--- config.mk ---
export PLATFORM = sky130hd
export DESIGN_NAME = ai_shot_master_flat
export DESIGN_NICKNAME = d
export VERILOG_FILES = /design/src/rtl/ai_shot_if.sv /design/src/rtl/ai_shot_master.sv /design/src/flat_wrapper.sv
export SDC_FILE = /design/constraint.sdc
export NUM_CORES = 1
export LEC_CHECK = 0
export ABC_AREA = 1
export BUFFER_PORTS_ARGS = -buffer_cell sky130_fd_sc_hd__buf_4
export CAP_MARGIN = 0
export CELL_PAD_IN_SITES_DETAIL_PLACEMENT = 0
export CELL_PAD_IN_SITES_GLOBAL_PLACEMENT = 1
export CORE_ASPECT_RATIO = 0.8
export CORE_MARGIN = 1.5
export CORE_UTILIZATION = 40
export DETAILED_ROUTE_END_ITERATION = 12
export PLACE_DENSITY = 0.76
export SLEW_MARGIN = 20
export SYNTH_ARGS = -nofsm -noshare
export SYNTH_HDL_FRONTEND = slang
export SYNTH_SLANG_ARGS = --single-unit
--- constraint.sdc ---
create_clock -name clock -period 2.65 [get_ports clock]
set_input_delay 0.265 -clock clock [delete_from_list [all_inputs] [get_ports clock]]
set_output_delay 0.265 -clock clock [all_outputs]
set_load 0.02 [all_outputs]
--- src/rtl/ai_shot_if.sv ---
// ---------------------------------------------------------------------------
// ai_shot_if
// Avalon-MM link between the shot master and the ai shot-selection slave.
//
// Handshake: the master raises av_write or av_read together with av_address
// (and av_writedata for writes). The transfer completes on the first rising
// clock edge where av_waitrequest is 0. Until that edge the master holds
// address, data and strobe stable. av_readdata is sampled on the completing
// edge of a read. av_write and av_read are never high together.
//
// Signals
//   av_address      master -> slave  4   word address
//   av_write        master -> slave  1   write strobe
//   av_read         master -> slave  1   read strobe
//   av_writedata    master -> slave  32  write data
//   av_waitrequest  slave -> master  1   stall, transfer completes when low
//   av_readdata     slave -> master  32  read data
// ---------------------------------------------------------------------------
interface ai_shot_if;
   logic [3:0]  av_address;
   logic        av_write;
   logic        av_read;
   logic [31:0] av_writedata;
   logic        av_waitrequest;
   logic [31:0] av_readdata;

   modport master (
      output av_address, av_write, av_read, av_writedata,
      input  av_waitrequest, av_readdata
   );

   modport slave (
      input  av_address, av_write, av_read, av_writedata,
      output av_waitrequest, av_readdata
   );
endinterface

--- src/rtl/ai_shot_master.sv ---
// ---------------------------------------------------------------------------
// ai_shot_master
// Keeps the shot-history board (2 bits per cell) and the remaining-ships mask,
// and on shot_req pushes a snapshot of both to the ai slave over Avalon-MM:
// board words at addr 1..NUM_WORDS, mask at NUM_WORDS+1, start at addr 0,
// then reads addr 0 for the chosen cell and reports it as shot_cell.
//
// Ports
//   clock, reset        single clock, synchronous active-high reset
//   result_*            one-cycle result pulse: cell, code (01/10/11), ship id
//   shot_req            one-cycle request for the next AI shot
//   busy                high from the accepted request through the shot_valid cycle
//   shot_valid          one-cycle pulse, shot_cell/shot_err valid
//   shot_cell/shot_err  chosen cell and out-of-range flag, held until next shot
//   pend_ovf            sticky flag: a result was lost while busy
//   dbg_state           current FSM state encoding
//   bus                 Avalon-MM master side (see ai_shot_if)
// ---------------------------------------------------------------------------
module ai_shot_master #(
   parameter int NUM_CELLS = 100,
   parameter int NUM_SHIPS = 5,
   parameter int NUM_WORDS = 8
) (
   input  logic       clock,
   input  logic       reset,
   input  logic       result_valid,
   input  logic [6:0] result_cell,
   input  logic [1:0] result_code,
   input  logic [2:0] result_ship,
   input  logic       shot_req,
   output logic       busy,
   output logic       shot_valid,
   output logic [6:0] shot_cell,
   output logic       shot_err,
   output logic       pend_ovf,
   output logic [2:0] dbg_state,
   ai_shot_if.master  bus
);

   localparam int         BW       = 32 * NUM_WORDS;
   localparam int         BB       = 2 * NUM_CELLS;
   localparam logic [3:0] MASK_IDX = 4'(NUM_WORDS + 1);

   typedef enum logic [2:0] {
      IDLE  = 3'd0,
      WR    = 3'd1,
      START = 3'd2,
      RD    = 3'd3,
      DONE  = 3'd4
   } state_t;

   state_t               state;
   logic [3:0]           idx;
   logic [BB-1:0]        board, board_nx;
   logic [NUM_SHIPS-1:0] mask, mask_nx;

   logic                 pend_valid;
   logic [6:0]           pend_cell;
   logic [1:0]           pend_code;
   logic [2:0]           pend_ship;

   logic                 in_legal;
   logic                 app_valid;
   logic [6:0]           app_cell;
   logic [1:0]           app_code;
   logic [2:0]           app_ship;

   // Only the low 7 bits of read data carry the chosen cell.
   logic                 unused_rd;
   assign unused_rd = ^bus.av_readdata[31:7];

   assign dbg_state = state;

   // Word k of the board (unused high bits zero), or the mask word at MASK_IDX.
   function automatic logic [31:0] word_of(input logic [BB-1:0]        b,
                                           input logic [NUM_SHIPS-1:0] m,
                                           input logic [3:0]           k);
      logic [BW-1:0] ext;
      ext          = '0;
      ext[BB-1:0]  = b;
      if (k == MASK_IDX) word_of = 32'(m);
      else               word_of = ext[32*(int'(k)-1) +: 32];
   endfunction

   assign in_legal = result_valid && (result_code != 2'b00) &&
                     (int'(result_cell) < NUM_CELLS);

   // Which result (if any) lands on the board this edge. The board only moves
   // in IDLE or on the DONE->IDLE edge, so the snapshot sent stays consistent.
   // On that DONE edge a held pending result takes priority over a fresh one.
   always_comb begin
      app_valid = 1'b0;
      app_cell  = result_cell;
      app_code  = result_code;
      app_ship  = result_ship;
      if (state == IDLE) begin
         app_valid = in_legal;
      end else if (state == DONE) begin
         if (pend_valid) begin
            app_valid = 1'b1;
            app_cell  = pend_cell;
            app_code  = pend_code;
            app_ship  = pend_ship;
         end else begin
            app_valid = in_legal;
         end
      end
   end

   always_comb begin
      board_nx = board;
      mask_nx  = mask;
      if (app_valid) begin
         board_nx[{app_cell, 1'b0} +: 2] = app_code;
         if (app_code == 2'b11 && int'(app_ship) < NUM_SHIPS)
            mask_nx[app_ship] = 1'b0;
      end
   end

   always_ff @(posedge clock) begin
      if (reset) begin
         state            <= IDLE;
         idx              <= 4'd0;
         board            <= '0;
         mask             <= '1;
         pend_valid       <= 1'b0;
         pend_cell        <= 7'd0;
         pend_code        <= 2'd0;
         pend_ship        <= 3'd0;
         pend_ovf         <= 1'b0;
         busy             <= 1'b0;
         shot_valid       <= 1'b0;
         shot_cell        <= 7'd0;
         shot_err         <= 1'b0;
         bus.av_address   <= 4'd0;
         bus.av_write     <= 1'b0;
         bus.av_read      <= 1'b0;
         bus.av_writedata <= 32'd0;
      end else begin
         board      <= board_nx;
         mask       <= mask_nx;
         shot_valid <= 1'b0;

         // Results arriving mid-transfer are parked; a second one is lost.
         if (state == WR || state == START || state == RD) begin
            if (in_legal) begin
               if (!pend_valid) begin
                  pend_valid <= 1'b1;
                  pend_cell  <= result_cell;
                  pend_code  <= result_code;
                  pend_ship  <= result_ship;
               end else begin
                  pend_ovf <= 1'b1;
               end
            end
         end else if (state == DONE) begin
            pend_valid <= 1'b0;
            if (in_legal && pend_valid) pend_ovf <= 1'b1;
         end

         case (state)
            IDLE: begin
               if (shot_req) begin
                  state            <= WR;
                  idx              <= 4'd1;
                  busy             <= 1'b1;
                  bus.av_write     <= 1'b1;
                  bus.av_address   <= 4'd1;
                  // Use the post-update board so a same-cycle result is sent.
                  bus.av_writedata <= word_of(board_nx, mask_nx, 4'd1);
               end
            end
            WR: begin
               if (!bus.av_waitrequest) begin
                  if (idx == MASK_IDX) begin
                     state            <= START;
                     bus.av_address   <= 4'd0;
                     bus.av_writedata <= 32'd0;
                  end else begin
                     idx              <= idx + 4'd1;
                     bus.av_address   <= idx + 4'd1;
                     bus.av_writedata <= word_of(board, mask, idx + 4'd1);
                  end
               end
            end
            START: begin
               if (!bus.av_waitrequest) begin
                  state          <= RD;
                  bus.av_write   <= 1'b0;
                  bus.av_read    <= 1'b1;
                  bus.av_address <= 4'd0;
               end
            end
            RD: begin
               if (!bus.av_waitrequest) begin
                  state       <= DONE;
                  bus.av_read <= 1'b0;
                  shot_cell   <= bus.av_readdata[6:0];
                  shot_err    <= (int'(bus.av_readdata[6:0]) >= NUM_CELLS);
                  shot_valid  <= 1'b1;
               end
            end
            DONE: begin
               state <= IDLE;
               busy  <= 1'b0;
            end
            default: state <= IDLE;
         endcase
      end
   end

endmodule

--- src/flat_wrapper.sv ---
// flat-port wrapper written by rule: the top's interface ports become plain ports
module ai_shot_master_flat 
#(
   parameter int NUM_CELLS = 100,
   parameter int NUM_SHIPS = 5,
   parameter int NUM_WORDS = 8
)
  (clock, reset, result_valid, result_cell, result_code, result_ship, shot_req, busy, shot_valid, shot_cell, shot_err, pend_ovf, dbg_state, bus_av_address, bus_av_write, bus_av_read, bus_av_writedata, bus_av_waitrequest, bus_av_readdata);
  ai_shot_if bus_i ();
  input  logic clock;
  input  logic reset;
  input  logic result_valid;
  input  logic [6:0] result_cell;
  input  logic [1:0] result_code;
  input  logic [2:0] result_ship;
  input  logic shot_req;
  output logic busy;
  output logic shot_valid;
  output logic [6:0] shot_cell;
  output logic shot_err;
  output logic pend_ovf;
  output logic [2:0] dbg_state;
  output wire logic [$bits(bus_i.av_address)-1:0] bus_av_address;
  output wire logic [$bits(bus_i.av_write)-1:0] bus_av_write;
  output wire logic [$bits(bus_i.av_read)-1:0] bus_av_read;
  output wire logic [$bits(bus_i.av_writedata)-1:0] bus_av_writedata;
  input wire logic [$bits(bus_i.av_waitrequest)-1:0] bus_av_waitrequest;
  input wire logic [$bits(bus_i.av_readdata)-1:0] bus_av_readdata;
  assign bus_av_address = bus_i.av_address;
  assign bus_av_write = bus_i.av_write;
  assign bus_av_read = bus_i.av_read;
  assign bus_av_writedata = bus_i.av_writedata;
  assign bus_i.av_waitrequest = bus_av_waitrequest;
  assign bus_i.av_readdata = bus_av_readdata;
  ai_shot_master #(.NUM_CELLS(NUM_CELLS), .NUM_SHIPS(NUM_SHIPS), .NUM_WORDS(NUM_WORDS)) u_core (.clock(clock), .reset(reset), .result_valid(result_valid), .result_cell(result_cell), .result_code(result_code), .result_ship(result_ship), .shot_req(shot_req), .busy(busy), .shot_valid(shot_valid), .shot_cell(shot_cell), .shot_err(shot_err), .pend_ovf(pend_ovf), .dbg_state(dbg_state), .bus(bus_i));
endmodule
After elaboration in Yosys (flattened, before gate mapping)
Index checks and enable logic that the tools add are counted.
- reduce and logical (&&, ||, !) cells: 29
- eq/ne operators: 15
- shift-type cells: 3
- magnitude comparators: 5
- muxes and demuxes: 50
- bitwise gates (word level): 4
- add/sub/neg operators: 3
- operators with widths (cell ; number):
    256-bit by 10-bit variable part select with 32-bit output ; 1
    200-bit bitwise mux ; 1
    2-bit by 10-bit variable shift with 200-bit output, first input constant ; 1
    2-bit by 10-bit variable part select with 200-bit output ; 1
    32-bit two-way mux ; 5
    32-bit case mux with 2 select lines ; 1
    3-bit two-way mux ; 8
    4-bit two-way mux ; 6
    7-bit two-way mux ; 3
    1-bit two-way mux ; 16
    2-bit nonzero test ; 7
    2-bit inequality test, second input constant ; 6
    3-bit case mux with 4 select lines ; 1
    4-bit case mux with 3 select lines ; 1
    4-bit AND reduction ; 3
    8-bit negator with 10-bit output ; 1
    2-bit AND reduction ; 5
    3-bit AND reduction ; 3
    4-bit equality test, second input constant ; 2
    4-bit case mux with 2 select lines ; 1
    7-bit >= comparator, second input constant ; 1
    7-bit less-than comparator, second input constant ; 1
    3-bit by 2-bit equality test with 1-bit output, second input constant ; 2
    2-bit two-way mux ; 3
    other kinds (20) ; 29
- register bits: 274
- bits of input ports: 49
- logic and storage cells: 127

Logic depth before layout (Yosys ltp)
Gate-level depths: netlist of run 1.
- depth after elaboration: 9
- gate-level depth with buffers: 19
- gate-level depth less buffers: 18

Worst setup path before layout of run 1
No wires, ideal clock.
- kind: register to register
- from: reg u_core.idx[0]
- to: reg u_core.bus.av_writedata[17]
- arrival time: 2.802 ns
- path buffers: 5
- required time: 2.531 ns
- path slack: -0.272 ns
- library setup time: 0.119 ns
- period minus slack after synthesis: 2.922 ns
- cell stages (with the launch flop): 14
- path through: dfxtp_1 clkbuf_1 inv_1 clkbuf_1 ha_1 clkbuf_1 nor2_1 inv_1 nand2_1 clkbuf_1 clkbuf_1 o21ai_0 a31oi_1 a21oi_1
- cells in the longest elaborated chain, start to end: 7
- elaborated cells between the ends (all ways): 9
- those cells by class: add/sub (2); eq/ne (2); shift (1); mux (4)
- ends and longest elaborated chain (what ; line ; text):
    from (decl) ; ai_shot_master.sv:53 ; logic [3:0] idx;
    from (signal assigned) ; ai_shot_master.sv:180 ; idx <= idx + 4'd1;
    4-bit by 1-bit adder with 4-bit output ; ai_shot_master.sv:182 ; bus.av_writedata <= word_of(board, mask, idx + 4'd1);
    4-bit by 1-bit subtractor with 5-bit output ; ai_shot_master.sv:82 ; else word_of = ext[32*(int'(k)-1) +: 32];
    256-bit by 10-bit variable part select with 32-bit output ; ai_shot_master.sv:82 ;
    32-bit two-way mux ; ai_shot_master.sv:81 ; if (k == MASK_IDX) word_of = 32'(m);
    32-bit two-way mux * ; ai_shot_master.sv:175 ; if (idx == MASK_IDX) begin
    32-bit two-way mux * ; ai_shot_master.sv:174 ; if (!bus.av_waitrequest) begin
    32-bit case mux with 2 select lines * ; ai_shot_master.sv:161 ; case (state)
    to (signal assigned) ; ai_shot_master.sv:170 ; bus.av_writedata <= word_of(board_nx, mask_nx, 4'd1);
    to (signal assigned) ; ai_shot_master.sv:182 ;
    to (decl) ; ai_shot_if.sv:28 ; output av_address, av_write, av_read, av_writedata,
Every way passes the cells marked *; elsewhere a longest branch is shown, timed or not. The select of a mux whose other input is x is not followed.
A chain may end at the register's enable or synchronous reset.

Worst setup path in the final report of run 1
- from: reg u_core.state[1], in the netlist u_core.dbg_state[1]
- to: reg u_core.bus.av_writedata[4]
- cells in the longest elaborated chain, start to end: 9
- elaborated cells between the ends (all ways): 20
- those cells by class: add/sub (1); eq/ne (4); shift (2); mux (10); reduce/logical (3)
- ends and longest elaborated chain (what ; line ; text):
    from (decl) ; ai_shot_master.sv:52 ; state_t state;
    from (signal assigned) ; ai_shot_master.sv:122 ; state <= IDLE;
    from (signal assigned) ; ai_shot_master.sv:164 ; state <= WR;
    from (signal assigned) ; ai_shot_master.sv:176 ; state <= START;
    3-bit equality test ; ai_shot_master.sv:98 ; end else if (state == DONE) begin
    7-bit two-way mux ; ai_shot_master.sv:98 ;
    7-bit two-way mux ; ai_shot_master.sv:96 ; if (state == IDLE) begin
    8-bit negator with 10-bit output ; ai_shot_master.sv:114 ; board_nx[{app_cell, 1'b0} +: 2] = app_code;
    2-bit by 10-bit variable part select with 200-bit output or 2-bit by 10-bit variable shift with 200-bit output (tied branches) ; ai_shot_master.sv:114 ;
    200-bit bitwise mux ; ai_shot_master.sv:114 ;
    32-bit two-way mux ; ai_shot_master.sv:113 ; if (app_valid) begin
    32-bit two-way mux ; ai_shot_master.sv:163 ; if (shot_req) begin
    32-bit case mux with 2 select lines ; ai_shot_master.sv:161 ;
Several ways; a longest one is shown, not always the timed one. The select of a mux whose other input is x is not followed.

==> results of run 1 <==
[state kept, by name, indices dropped and copies added, names as in the netlist, 2 cells and up]
register	cells
u_core.board	200
u_core.bus.av_address	4
u_core.bus.av_writedata	32
u_core.dbg_state	3
u_core.idx	4
u_core.mask	5
u_core.pend_cell	7
u_core.pend_code	2
u_core.pend_ship	3
u_core.shot_cell	7
[worst paths after layout]
| kind | to | depth (start not counted) | start |
|---|---|---|---|
| max | u_core.bus.av_writedata[4]$_SDFFE_PP0P_ | 16 | u_core.dbg_state[1]$_SDFFE_PP0P_ |
| min | u_core.busy$_SDFFE_PP0P_ | 3 | shot_req |
| max reg2reg | u_core.bus.av_writedata[4]$_SDFFE_PP0P_ | 16 | u_core.dbg_state[1]$_SDFFE_PP0P_ |
| min reg2reg | u_core.mask[1]$_SDFFE_PP1P_ | 2 | u_core.mask[1]$_SDFFE_PP1P_ |
[final cells by class]
class	instances	area, µm²
inverters	194	733
fillers	3273	16200
clock inverters	3	40.0
flip-flops and latches	274	5490
repair buffers	256	2310
clock buffers	51	921
multi-input cells	1388	7390
well taps	434	543
[worst min-delay path: stages]
cell,delay [ns]
buf_4,0.12
nand2_1,0.09
a21oi_1,0.06
[synth_stat cells, types with 2 or more instances]
library cell,n,area (µm²)
o21a_1,4,30.0
nor2_4,6,67.6
buf_6,4,45.0
ha_1,5,62.6
buf_4,7,52.6
buf_1,12,45.0
nor2_2,23,144
dfxtp_1,274,5490
o31ai_1,22,165
nor3_4,7,114
o21ai_2,2,17.5
buf_2,17,85.1
or2_1,3,18.8
nor3_2,4,40.0
o21ai_0,162,811
xor2_1,2,17.5
nand2_1,388,1460
o21ai_1,38,190
a21oi_1,233,1170
nand2_4,3,33.8
inv_1,173,649
nand2_2,7,43.8
nand4_1,31,194
clkinv_1,2,7.51
a31oi_1,18,113
o22ai_1,61,382
inv_2,19,71.3
nor2_1,191,717
nand3_1,112,561
a211oi_1,11,82.6
nor3_1,19,95.1
o2111ai_1,21,184
clkbuf_1,86,323
[metrics by stage]
| stage | util | cell area (µm²) |
|---|---|---|
| after floorplan | - | 13600 |
| after global placement | 0.463 | 15600 |
| after detailed placement | 0.463 | 15600 |
| after CTS | 0.495 | 16600 |
| after global routing | 0.518 | 17400 |
| final | 0.518 | 17400 |
[cell families (layout without fill, tap and decap cells)]
group	count (synthesis)	in the layout
buffers and inverters	320	504
adders and majority gates	5	5
DFF	274	274
xor gates and xnor gates	5	5
and+or+nand+nor	802	802
AOI/OAI and AO/OA	576	576
[routing by layer]
| layer | part of all wire | global-route usage | up-vias |
|---|---|---|---|
| met2 | 0.43 | 0.438 | 581 |
| met3 | 0.080 | 0.0461 | 100 |
| li1 | - | - | 7011 |
| met5 | 0 | 0 | - |
| met4 | 0.029 | 0.0769 | 0 |
| met1 | 0.46 | 0.398 | 6849 |
[report_power, final]
| part | switching, mW | internal (mW) |
|---|---|---|
| Clock | 1.75 | 2.43 |
| Sequential | 0.163 | 4.37 |
| Combinational | 3.78 | 1.71 |
| Total | 5.69 | 8.50 |
[repair_timing]
item | 4_1_cts | 5_1_grt
pin swaps | 0 | 27
gates resized for setup | 12 | 157
setup buffers | 0 | 19
endpoints found under the setup margin | 48 | 231
gates cloned | 0 | 4
hold endpoints to repair | 7 | 0
hold buffers | 7 | 0
==> results.toml, run 1 <==
[place]
place_ws_ns = -0.171
placed_cells = 2516
dpl.hpwl_um = 33000
gp_congestion = 0.901
io_buffers = 75

[die]
die_height_um = 168
die-area_mm2 = 0.0352
ios = 101
start_util = 0.406
core_area_mm2 = 0.0336
dieWidth_um = 209
rows = 60

[timing]
drv_slew = 0
max_freq_mhz = 379
grt_setup_unrepaired = "true"
fin_setup_tns_ns = 0
skew_ns = 0.0214
worst_pin_slew_ns = 0.635
holdWs_ns = 0.0135
hold_viol = 0
relSlewSlack = 0.577
min_period_ns = 2.64
worst_slack_ns = 0.0145
setup_viol = 0
post-route-period-util = 0.995

[clocking]
tritoncts = "built"
clk_latency_ns = 0.59
cts_made_buffers = 30
clock-root-buffer = "clkbuf_16"
cts.sinks = 274
cts_buffer_depth = 3
clk_pin_slew_ns = 0.06
htree_levels = 1

[synth]
syn_inst = 1982
yosys.area_share.adder = 0.00459
synth_nets = 2036
synth.area.mux_share = 0
synth_top_family_by_area = "simple AND/OR/NAND/NOR gates"
ys_ff_latch = 274
syn-cell-area_mm2 = 0.0136
syn_area_per_cell_um2 = 6.88
async_reset_ff_frac = 0
synth_top_flop_cell = "dfxtp_1"
synth_compound_area_frac = 0.233
ys_warn_count = 0
synth-xor-area-share = 0.00431
synth-edff-count = 0
yosysUniqueCellTypes = 48
synth-simple-area-share = 0.262
ys_seq_area_frac = 0.402

[setup_path]
slowest_delay_ns = 0.34
critPathKind = "reg -> reg"
worstPathMaxFanout = 10
cp_data_required_time_ns = 3.17
reg2reg_slack_ns = 0.01
worstPathArrival_ns = 3.16
cp-start-kind = "register"
path_delay_family = "simple AND/OR/NAND/NOR gates"
end_kind = "register"
path_buf_inv = 2
path_cells = "nor2_4 -> nand2_4 -> o21ai_4 -> ha_4 -> nand3_4 -> nor2_4 -> nand2_1 -> nand2_2 -> nand2_8 -> nor2_8 -> buf_12 -> buf_12 -> nand4_1 -> nand2_1 -> nand3_1 -> a21oi_1"
slowest_stage = "dfxtp_2"

[global_route]
grt_max_degree = 118
grtUsageTotal = 0.280
antenna_found_initial = 0
grt_pass1_vias = 13600
overflow = 0
grt_pass1_wl_um = 77200

[route]
ant_nets = 0
drc_errors = 0
drt_first_pass_iters = 5
routed_via_density = 5.59
wire_per_inst_um = 19.4
vias = 14500
drt_iter0_drc = 1408
wirelength_um = 50500

[power_and_ir_drop]
powerDensity_mw_per_mm2 = 814
cellLeakagePower_nw = 6.71
power_mw = 14.2
peakVddDrop_mv = 0.518

[job]
drv_cap = 0

[outcome]
outcome = "finished, final reports clean"

[layout]
diodes = 0
layout_commonest_cell = "nand2_1"
layoutNonFillerInstCount = 2600
layout_common_cells = "nand2_1, dfxtp_1, a21oi_1"
nets = 2198
layout-drive-gt1-share = 0.217
synthToLayoutAreaGrowth_pct = 27.8

[worst_hold_path]
holdCritPathClass = "in -> reg"
No activity file was read; power rests on OpenSTA's default activity.
==> inputs of run 2 (changes only) <==
- CORE_UTILIZATION: 40 -> 47
- PLACE_DENSITY: 0.76 -> not set
- PLACE_DENSITY_LB_ADDON: not set -> 0.1
- clock period: 2.65 -> 3.2 ns (I/O delays scaled with it)
==> run 2 against run 1 <==
Net effect:
- the run now ends with design-rule violations left
- largest cell class unchanged
- critical path type unchanged
- via count down 3.9%
- design area down 8.7%
- combinational power down 25%
- register-to-register slack better by 0.16 ns
- critical path depth down 6
==> results.toml, run 2 (synthesis results as in run 1) <==
[outcome]
outcome = "finished, violations left"
violations = "design-rule violations"

[setup_path]
cp_data_required_time_ns = 3.69
end_kind = "register"
cp-start-kind = "register"
worstPathArrival_ns = 3.52
worstPathMaxFanout = 16
critPathKind = "reg -> reg"

[place]
io_buffers = 75
place_ws_ns = 0.111
gp_congestion = 0.929
dpl.hpwl_um = 31200

[route]
drt_iter0_drc = 1320
routed_via_density = 5.75
drc_errors = 2
ant_nets = 0
wirelength_um = 47800
wire_per_inst_um = 19.6
drt_first_pass_iters = 10
vias = 14000

[die]
ios = 101
die-area_mm2 = 0.0301
dieWidth_um = 193
start_util = 0.480
core_area_mm2 = 0.0284
rows = 55
die_height_um = 155

[layout]
largest_reg_flops = 200
synthToLayoutAreaGrowth_pct = 16.6
nets = 2093
top_regs = "u_core.board: 200 flops, u_core.bus.av_writedata: 32 flops"
layout_common_cells = "nand2_1, dfxtp_1, a21oi_1"
regMostFlops = "u_core.board"
layout_commonest_cell = "nand2_1"
fillers = 2800
diodes = 0
layout-drive-gt1-share = 0.142
fin_util = 0.560

[clocking]
htree_levels = 1
clk_pin_slew_ns = 0.06
clock-root-buffer = "clkbuf_16"
cts_buffer_depth = 3
clk_latency_ns = 0.56
tritoncts = "built"
cts.sinks = 274
cts_made_buffers = 30

[timing]
grt_setup_unrepaired = "false"
worst_slack_ns = 0.172
skew_ns = 0.0143
setup_viol = 0
max_freq_mhz = 330
min_period_ns = 3.03
worst_pin_slew_ns = 1.15
post-route-period-util = 0.946
relSlewSlack = 0.230
hold_viol = 0
fin_setup_tns_ns = 0
drv_slew = 0

[power_and_ir_drop]
cellLeakagePower_nw = 6.08
powerDensity_mw_per_mm2 = 720
peakVddDrop_mv = 0.432

[global_route]
grtUsageTotal = 0.311
grt_pass1_wl_um = 73200
grt_max_degree = 67
antenna_found_initial = 0
gr-usage-met3 = 0.0488
use_met1 = 0.452
met2_usage = 0.477
busiest_layer = "met2"
overflow = 0
grt_pass1_vias = 12600

[worst_hold_path]
holdCritPathClass = "in -> reg"

[job]
drv_cap = 0
[run 2: worst max-delay path: stages, from the launching register on]
cell      delay [ns]
dfxtp_2         0.35
ha_1            0.21
xnor2_1         0.36
nand2_1         0.12
xor2_1          0.20
nor2_2          0.90
buf_4           0.39
o221ai_1        0.17
nand2_1         0.10
inv_1           0.04
a21oi_1         0.12
[run 2: layer usage]
| layer | wire, µm | vias up |
|---|---|---|
| met5 | 0 | - |
| met4 | 1310 | 0 |
| met3 | 4360 | 91 |
| met2 | 20100 | 578 |
| met1 | 22000 | 6495 |
| li1 | - | 6814 |
[run 2: final timing paths]
| path | start | end | slack (ns) | cells past startpoint |
|---|---|---|---|---|
| setup / recovery | u_core.idx[0]$_SDFFE_PP0P_ | u_core.bus.av_writedata[8]$_SDFFE_PP0P_ | 0.17 | 10 |
| hold / removal | bus_av_readdata[0] | u_core.shot_cell[0]$_SDFFE_PP0P_ | 0.01 | 3 |
| setup reg to reg | u_core.idx[0]$_SDFFE_PP0P_ | u_core.bus.av_writedata[8]$_SDFFE_PP0P_ | 0.17 | 10 |
| hold reg to reg | u_core.board[94]$_SDFFE_PP0P_ | u_core.board[94]$_SDFFE_PP0P_ | 0.44 | 2 |
[run 2: power by group]
group	leakage, nW	internal [mW]	switching, mW
registers	2.22	3.61	0.133
clock network	0.504	2.16	1.44
logic	3.36	1.14	2.97
[run 2: cell type report]
class,instances,area (µm²),share of cell area
clock buffers,49,943,0.0593
clock inverters,6,82.6,0.00519
inverters,194,731,0.0459
multi-input cells,1388,6950,0.437
flip-flops and latches,274,5490,0.345
well taps,370,463,0.0291
repair buffers,151,1250,0.0784
[run 2: what timing repair did]
action,4_1_cts,5_1_grt
resized for setup,0,13
buffers inserted,0,5
endpoints found under the setup margin,0,82
hold buffers,4,0
endpoints found under the hold margin,4,0
[run 2: through the flow]
step	total power [mW]	instance area, µm²	hold WS [ns]	instances
2_1_floorplan	6.16	13600	0.414	1982
3_3_place_gp	7.79	14700	0.428	2368
3_5_place_dp	7.80	14700	0.435	2368
4_1_cts	11.4	15800	0.00523	2427
5_1_grt	11.9	15900	0.0219	2432
6_report	11.5	15900	0.00960	2432
==> inputs of run 3 (changes only) <==
- CORE_UTILIZATION: 47 -> 44
- clock period: 3.2 -> 3.15 ns (I/O delays scaled with it)
==> run 3 against run 2 <==
Net effect:
- the run now ends clean
- sequential power is 1% higher
- count of clock-buffer cells in the layout shrank 3
- highest routed layer unchanged
- hold slack improved by 0.019 ns
- clock skew fell by 0.00065 ns
- critical endpoint is now u_core.board[188]$_SDFFE_PP0P_
- largest cell class unchanged
- non-clock buffer count up 1
- via count increased by 0.21%
- final cell count grew 1.8%
- total power rose by 1.7%
- critical path depth grew 6
- sequential cell count did not move
- first-iteration DRC count shrank 20%
- global-route usage shrank 1.0 points
==> results.toml, run 3 (synthesis results as in run 1) <==
[power_and_ir_drop]
peakVddDrop_mv = 0.497
power_mw = 11.7
cellLeakagePower_nw = 6.09
powerDensity_mw_per_mm2 = 729

[setup_path]
path_cells = "nor2_2 -> nand2_4 -> o21ai_2 -> buf_4 -> inv_2 -> nor2_4 -> nand2_1 -> nand2_4 -> nand2_1 -> buf_4 -> nor2_1 -> inv_1 -> nor2_2 -> nand3_1 -> nand2_1 -> a21oi_1"
cp-start-kind = "register"
cpMostUsedCell = "nand2_1"
worstPathMaxFanout = 13
critPathKind = "reg -> reg"
path_delay_family = "simple AND/OR/NAND/NOR gates"
worstPathArrival_ns = 3.43
path_buf_inv = 4
slowest_stage = "dfxtp_1"
cp_data_required_time_ns = 3.59
end_kind = "register"
slowest_delay_ns = 0.35

[route]
drt_iter0_drc = 1059
wirelength_um = 48500
ant_nets = 0
routed_via_density = 5.66
drc_errors = 0
wire_per_inst_um = 19.6
vias = 14000
drt_first_pass_iters = 7

[die]
dieWidth_um = 200
start_util = 0.448
core_area_mm2 = 0.0305
die-area_mm2 = 0.0321
ios = 101
rows = 57
die_height_um = 160

[layout]
multi_input_area_mm2 = 0.00696
layout_common_cells = "nand2_1, dfxtp_1, a21oi_1"
top_regs = "u_core.board: 200 flops, u_core.bus.av_writedata: 32 flops"
regArea_mm2 = 0.00549
largest_reg_flops = 200
synthToLayoutAreaGrowth_pct = 17.1
diodes = 0
layout-drive-gt1-share = 0.141
fillers = 3097
regMostFlops = "u_core.board"
layout_commonest_cell = "nand2_1"
nets = 2094

[global_route]
antenna_found_initial = 0
grt_pass1_vias = 12800
grt_max_degree = 131
overflow = 0
grt_pass1_wl_um = 74600
grtUsageTotal = 0.301

[clocking]
cts_buffer_depth = 3
clk_pin_slew_ns = 0.06
cts.sinks = 274
tritoncts = "built"
clock-root-buffer = "clkbuf_16"
cts_made_buffers = 30
clk_latency_ns = 0.57
htree_levels = 1

[timing]
min_period_ns = 2.99
worst_slack_ns = 0.156
drv_slew = 0
worst_pin_slew_ns = 0.701
max_freq_mhz = 334
post-route-period-util = 0.950
hold_viol = 0
relSlewSlack = 0.533
setup_viol = 0
skew_ns = 0.0136
holdWs_ns = 0.0282

[job]
drv_cap = 0

[place]
place_ws_ns = 0.158
io_buffers = 75
dpl.hpwl_um = 31300
gp_congestion = 0.861

[worst_hold_path]
holdCritPathClass = "in -> reg"

[outcome]
outcome = "finished, final reports clean"
==> run 3: cell types whose count changed in the layout (fill, tap and decap cells not counted), sizes merged <==
cell / before / now
inv: 192 / 193
dlygate4sd3: 4 / 6
clkinvlp: 1 / 2
clkinv: 5 / 6
clkbuf: 49 / 46
buf: 147 / 146
==> run 3: area by class of cell <==
type | instances | area share
multi-input combinational | 1388 | 0.436
timing repair buffer | 152 | 0.0793
clock inverter | 9 | 0.00674
clock buffer | 46 | 0.0565
tap | 413 | 0.0323
sequential | 274 | 0.343
inverter | 194 | 0.0457
==> run 3: stage by stage <==
step | TNS [ns] | util | instance area [µm²] | std cells
floorplan | 0 | - | 13600 | 1982
global placement | 0 | 0.487 | 14800 | 2413
detailed placement | 0 | 0.487 | 14800 | 2413
CTS | 0 | 0.522 | 15900 | 2474
global route | -0.00198 | 0.525 | 16000 | 2476
finish | 0 | 0.525 | 16000 | 2476
==> run 3: metal layers <==
layer	vias up	routed length, µm	share of wire	global-route usage
li1	6807	-	-	-
met1	6585	22600	0.47	0.439
met2	536	20800	0.43	0.456
met3	80	3840	0.079	0.0462
met4	0	1280	0.026	0.0871
met5	-	0	0	0
==> run 3: worst register-to-register path, stage by stage, from the launching register on <==
cell	delay (ns)
dfxtp_1	0.35
nor2_2	0.21
nand2_4	0.14
o21ai_2	0.20
buf_4	0.18
inv_2	0.10
nor2_4	0.18
nand2_1	0.11
nand2_4	0.22
nand2_1	0.15
buf_4	0.21
nor2_1	0.10
inv_1	0.08
nor2_2	0.21
nand3_1	0.25
nand2_1	0.12
a21oi_1	0.06
==> run 3: final timing paths <==
kind | to | cells past startpoint | slack [ns] | from
worst max-delay path | u_core.board[188]$_SDFFE_PP0P_ | 16 | 0.16 | u_core.dbg_state[0]$_SDFFE_PP0P_
worst min-delay path | u_core.shot_cell[6]$_SDFFE_PP0P_ | 3 | 0.03 | bus_av_readdata[6]
worst max register to register | u_core.board[188]$_SDFFE_PP0P_ | 16 | 0.16 | u_core.dbg_state[0]$_SDFFE_PP0P_
worst min register to register | u_core.mask[1]$_SDFFE_PP1P_ | 2 | 0.45 | u_core.mask[1]$_SDFFE_PP1P_
==> run 3: what timing repair did <==
item                                    4_1_cts  5_1_grt
hold endpoints to repair                      6        0
resized for setup                             0       16
endpoints found under the setup margin        0      110
hold buffers                                  6        0
setup buffers                                 0        2
==> run 3: report_power, final <==
group          internal [mW]  total, mW  switching, mW
sequential              3.67       3.80          0.128
clock                   2.13       3.63           1.50
combinational           1.17       4.22           3.06
total                   6.97       11.7           4.69
